<file path="src/rtl/sa_tx_wr_arb.sv">
// rtl/sa_tx_wr_arb.sv - N-channel write merger: per-channel FIFOs drained round-robin into one TX-buffer write port
module sa_tx_wr_arb #(
  parameter int NUM_CH = 2,
  parameter int CH_W   = 1,
  parameter int AW     = 11,
  parameter int DW     = 8,
  parameter int DEPTH  = 4
) (
  input  logic                 sys_clk,
  input  logic                 glbl_rst,
  input  logic [NUM_CH-1:0]    ch_wren,
  input  logic [NUM_CH*AW-1:0] ch_waddr,
  input  logic [NUM_CH*DW-1:0] ch_wdata,
  output logic [NUM_CH-1:0]    ch_full,
  output logic [NUM_CH-1:0]    ch_ovf,
  input  logic                 ovf_clr,
  output logic                 tx_buff_wren,
  output logic [AW-1:0]        tx_buff_wraddr,
  output logic [DW-1:0]        tx_buff_wrdata,
  output logic [CH_W-1:0]      tx_gnt_ch
);

  localparam int PTR_W = (DEPTH > 1) ? $clog2(DEPTH) : 1;
  localparam int CNT_W = PTR_W + 1;
  localparam logic [CNT_W-1:0] CNT_FULL = CNT_W'(DEPTH);

  logic [AW-1:0]    fifo_addr [NUM_CH][DEPTH];
  logic [DW-1:0]    fifo_data [NUM_CH][DEPTH];
  logic [PTR_W-1:0] wr_ptr    [NUM_CH];
  logic [PTR_W-1:0] rd_ptr    [NUM_CH];
  logic [CNT_W-1:0] count     [NUM_CH];
  logic [CH_W-1:0]  rr_ptr;

  logic [NUM_CH-1:0] push;
  logic [NUM_CH-1:0] pop;
  logic              grant_valid;
  logic [CH_W-1:0]   grant_ch;
  logic [CH_W-1:0]   cand;

  // Channel index rr_ptr+off modulo NUM_CH; off never exceeds NUM_CH so one fold is enough.
  function automatic logic [CH_W-1:0] rr_next(input logic [CH_W-1:0] base, input int off);
    int sum;
    sum = int'(base) + off;
    if (sum >= NUM_CH) sum = sum - NUM_CH;
    return CH_W'(sum);
  endfunction

  // Round-robin search starting just after the last granted channel, on pre-edge FIFO state.
  always_comb begin
    grant_valid = 1'b0;
    grant_ch    = '0;
    cand        = '0;
    for (int off = 1; off <= NUM_CH; off++) begin
      cand = rr_next(rr_ptr, off);
      if (!grant_valid && (count[cand] != '0)) begin
        grant_valid = 1'b1;
        grant_ch    = cand;
      end
    end
  end

  // Full flag comes from the registered count only; a same-cycle pop never makes room.
  always_comb begin
    for (int i = 0; i < NUM_CH; i++) begin
      ch_full[i] = (count[i] == CNT_FULL);
      push[i]    = ch_wren[i] && (count[i] != CNT_FULL);
      pop[i]     = grant_valid && (grant_ch == CH_W'(i));
    end
  end

  // FIFO storage; no reset needed because the pointers define what is valid.
  always_ff @(posedge sys_clk) begin
    for (int i = 0; i < NUM_CH; i++) begin
      if (push[i]) begin
        fifo_addr[i][wr_ptr[i]] <= ch_waddr[i*AW +: AW];
        fifo_data[i][wr_ptr[i]] <= ch_wdata[i*DW +: DW];
      end
    end
  end

  // Pointer, occupancy, overflow-flag and round-robin state.
  always_ff @(posedge sys_clk) begin
    if (glbl_rst) begin
      for (int i = 0; i < NUM_CH; i++) begin
        wr_ptr[i] <= '0;
        rd_ptr[i] <= '0;
        count[i]  <= '0;
      end
      ch_ovf <= '0;
      rr_ptr <= CH_W'(NUM_CH - 1);
    end else begin
      for (int i = 0; i < NUM_CH; i++) begin
        if (push[i]) wr_ptr[i] <= wr_ptr[i] + PTR_W'(1);
        if (pop[i])  rd_ptr[i] <= rd_ptr[i] + PTR_W'(1);
        if (push[i] && !pop[i]) begin
          count[i] <= count[i] + CNT_W'(1);
        end else if (!push[i] && pop[i]) begin
          count[i] <= count[i] - CNT_W'(1);
        end
        // A drop in the same cycle as a clear keeps the flag set.
        if (ch_wren[i] && (count[i] == CNT_FULL)) begin
          ch_ovf[i] <= 1'b1;
        end else if (ovf_clr) begin
          ch_ovf[i] <= 1'b0;
        end
      end
      if (grant_valid) rr_ptr <= grant_ch;
    end
  end

  // Registered TX-buffer write port; address/data/channel hold when idle.
  always_ff @(posedge sys_clk) begin
    if (glbl_rst) begin
      tx_buff_wren   <= 1'b0;
      tx_buff_wraddr <= '0;
      tx_buff_wrdata <= '0;
      tx_gnt_ch      <= '0;
    end else begin
      tx_buff_wren <= grant_valid;
      if (grant_valid) begin
        tx_buff_wraddr <= fifo_addr[grant_ch][rd_ptr[grant_ch]];
        tx_buff_wrdata <= fifo_data[grant_ch][rd_ptr[grant_ch]];
        tx_gnt_ch      <= grant_ch;
      end
    end
  end

endmodule

</file>
<file path="config.mk">
export PLATFORM = sky130hd
export DESIGN_NAME = sa_tx_wr_arb
export DESIGN_NICKNAME = d
export VERILOG_FILES = /design/src/rtl/sa_tx_wr_arb.sv
export SDC_FILE = /design/constraint.sdc
export NUM_CORES = 1
export LEC_CHECK = 0
export CORE_MARGIN = 8
export CORE_UTILIZATION = 50
export DETAILED_ROUTE_END_ITERATION = 12
export PLACE_DENSITY = 0.74
export SLEW_MARGIN = 20
export SYNTH_ARGS = -nofsm -noshare
export SYNTH_HDL_FRONTEND = slang
export SYNTH_SLANG_ARGS = --single-unit
</file>
<file path="constraint.sdc">
create_clock -name sys_clk -period 2.2 [get_ports sys_clk]
set_input_delay 0.44 -clock sys_clk [delete_from_list [all_inputs] [get_ports sys_clk]]
set_output_delay 0.44 -clock sys_clk [all_outputs]
set_load 0.1 [all_outputs]
</file>
==> impl_metrics.env <==
export IMPL_die_x_um=139
export IMPL_synth_edff_count=166
export IMPL_setup_viol=0
export IMPL_critPathSlowestCell="edfxtp_1"
export IMPL_initial_utilization_pct=50.5
export IMPL_ios=68
export IMPL_min_period_ps=2120
export IMPL_hold_class="flip-flop to flip-flop"
export IMPL_async_flop_share_pct=0
export IMPL_crit_buf_inv=1
export IMPL_clock_latency_ps=430
export IMPL_ys_top_cells_by_area="edfxtp_1, mux4_2, dfxtp_1"
export IMPL_placed_area_mm2=0.00870
export IMPL_fmax_mhz=473
export IMPL_leakage_nw=3.19
export IMPL_maxSlewViolCount=0
export IMPL_hold_violations=0
export IMPL_cts_sinks=190
export IMPL_mostFrequentLayoutCell="edfxtp_1"
export IMPL_tritoncts="built"
export IMPL_cp_top_family="simple AND/OR/NAND/NOR gates"
export IMPL_grtUsageTotal_pct=15.6
export IMPL_grt_pass1_vias=4150
export IMPL_synthCells=406
export IMPL_n_antenna_cell=0
export IMPL_tightest_slew_ps=461
export IMPL_path_common_cell="a211oi_2"
export IMPL_synth_flop_cell="edfxtp_1"
export IMPL_end_kind="flip-flop"
export IMPL_grt_max_degree=28
export IMPL_viasPerCell=5.57
export IMPL_die_area_mm2=0.0193
export IMPL_path_cells="or3_4 > o21ai_4 > inv_1 > nand3_2 > fa_2 > xor2_2 > a211oi_2 > a211oi_2"
export IMPL_numPortBuffers=67
export IMPL_clkTransAtPathRegs_ps=70
export IMPL_synth_top_cell_area_share_pct=65.9
export IMPL_netlist_area_mm2=0.00757
export IMPL_vias=3932
export IMPL_cap_violations=0
export IMPL_die_y_um=139
export IMPL_clockRootBuffer="clkbuf_16"
export IMPL_yosys_register_bits=190
export IMPL_required_ps=2470
export IMPL_final_cell_mix="edfxtp_1, buf_4, clkdlybuf4s50_1"
export IMPL_critical_path_max_stage_delay_ps=480
export IMPL_avgSynthCellArea_um2=18.6
export IMPL_clockBufferDepth=2
export IMPL_dr_pass1_iters=4
export IMPL_core_mm2=0.0150
export IMPL_power_density_mw_per_mm2=1430
export IMPL_m1WireLength_mm=6.09
export IMPL_antenna_found_initial=0
export IMPL_wl_per_cell_um=20.7
export IMPL_wirelength_mm=14.6
export IMPL_nets=560
export IMPL_cts_hold_fix_buffers=0
export IMPL_top_layer_used="met4"
export IMPL_drt_initial_drc_count=311
export IMPL_cts_buffers_inserted=17
export IMPL_synth_yosys_seq_area_share_pct=72.2
export IMPL_finalCritPeriodShare_pct=96.2
export IMPL_stdcell_area_mm2=0.00927
export IMPL_synth_largest_area_cell="edfxtp_1"
export IMPL_drc_errors=0
export IMPL_status="completed"
export IMPL_fin_skew_ps=10.4
export IMPL_drive_above_1_share_pct=33.2
export IMPL_yosys_cell_types_count=47
export IMPL_postRouteAntennaNets=0
export IMPL_dr_wl_met3_um=923
export IMPL_area_growth_pct=22.4
export IMPL_relSlewSlack_pct=68.9
export IMPL_postCtsSetupRepairBufs=0
export IMPL_critical_path_arrival_ps=2380
export IMPL_path_max_fanout=4
export IMPL_grt_overflow=0
export IMPL_htreeDepth=4
export IMPL_core_rowCount=45
export IMPL_worst_setup_path_start_kind="flip-flop"
export IMPL_synth_nets=461
export IMPL_wl_met2_mm=7.36
export IMPL_synth_warnings=0
export IMPL_tns_ps=0
export IMPL_worstSetupPathType="flip-flop to flip-flop"
export IMPL_irDropWorstVdd_mv=1.67
export IMPL_dp_hpwl_mm=9.79
export IMPL_gp_congestion=0.812
export IMPL_grt_pass1_wl_mm=22.6
stage by stage:
stage	cells	hold slack, ps	total power, mW	worst slack, ps	util, %
3_5_place_dp	674	463	10.4	-145	58.1
6_report	706	470	13.2	83.6	61.9
5_1_grt	706	508	13.8	-22.6	61.9
3_3_place_gp	674	465	10.3	-71.7	58.1
4_1_cts	706	474	13.3	71.4	61.8
2_1_floorplan	406	539	8.91	-678	-
worst paths after layout:
kind | startpoint | end | slack, ps | cells past startpoint
max reg2reg | count[0][1] | count[0][2] | 80 | 8
max | count[0][1] | count[0][2] | 80 | 8
min | ch_ovf[1] | ch_ovf[1] | 470 | 2
min reg2reg | ch_ovf[1] | ch_ovf[1] | 470 | 2
cells in the mapped netlist, types with 2 or more instances:
library cell	count
edfxtp_1	166
mux4_2	38
nor2_1	32
dfxtp_1	24
nor3_2	20
o22ai_1	19
inv_1	12
and2_1	11
ha_1	11
nand2_1	10
a21oi_1	7
buf_2	6
clkbuf_1	5
buf_6	3
o21ai_0	3
a211oi_2	2
a31o_2	2
buf_4	2
nand2b_1	2
nor2b_1	2
or3_4	2
xnor2_1	2
report_power, final:
part	switching (mW)	internal, mW	total [mW]
Sequential	0.305	4.66	4.96
Clock	1.32	1.58	2.90
Combinational	3.45	1.94	5.39
Total	5.07	8.18	13.2
sequential cells by signal, indices dropped and copies added, names as in the netlist:
| name | flops |
|---|---|
| fifo_addr | 88 |
| fifo_data | 64 |
| tx_buff_wraddr | 11 |
| tx_buff_wrdata | 8 |
| count | 6 |
| rd_ptr | 4 |
| wr_ptr | 4 |
| ch_ovf | 2 |
| rr_ptr | 1 |
| tx_buff_wren | 1 |
| tx_gnt_ch | 1 |
what timing repair did:
item | 4_1_cts | 5_1_grt
gates resized for setup | 0 | 1
setup endpoints to repair | 0 | 1
endpoints found under the hold margin | 0 | 0
kinds of logic after synthesis:
family	after synthesis	share of synthesized area [%]
DFF	190	72.2
and+or+nand+nor	87	7.32
xor gates and xnor gates	3	0.347
buffers and inverters	29	1.93
AOI/OAI and AO/OA	46	4.68
adders and majority gates	12	2.08
muxes	39	11.4
layer usage:
layer / track usage (%) / up-vias
li1: - / 1808
met1: 19.1 / 1973
met2: 25.4 / 131
met3: 4.68 / 20
met4: 6.18 / 0
met5: 0 / -
cell type report:
| type | count | area [um2] |
|---|---|---|
| flip-flops and latches | 190 | 5470 |
| well taps | 188 | 235 |
| repair buffers | 97 | 971 |
| clock buffers | 18 | 429 |
| inverters | 12 | 45.0 |
| multi-input cells | 187 | 1990 |
| fillers | 1097 | 5710 |
| clock inverters | 14 | 134 |
worst min-delay path, delay by kind of cell, from the launching register on:
family	cells	cell delay (ps)
AOI/OAI and AO/OA	1	50
and+or+nand+nor	1	60
DFF	1	310
Power figures use the tool's default switching activity.
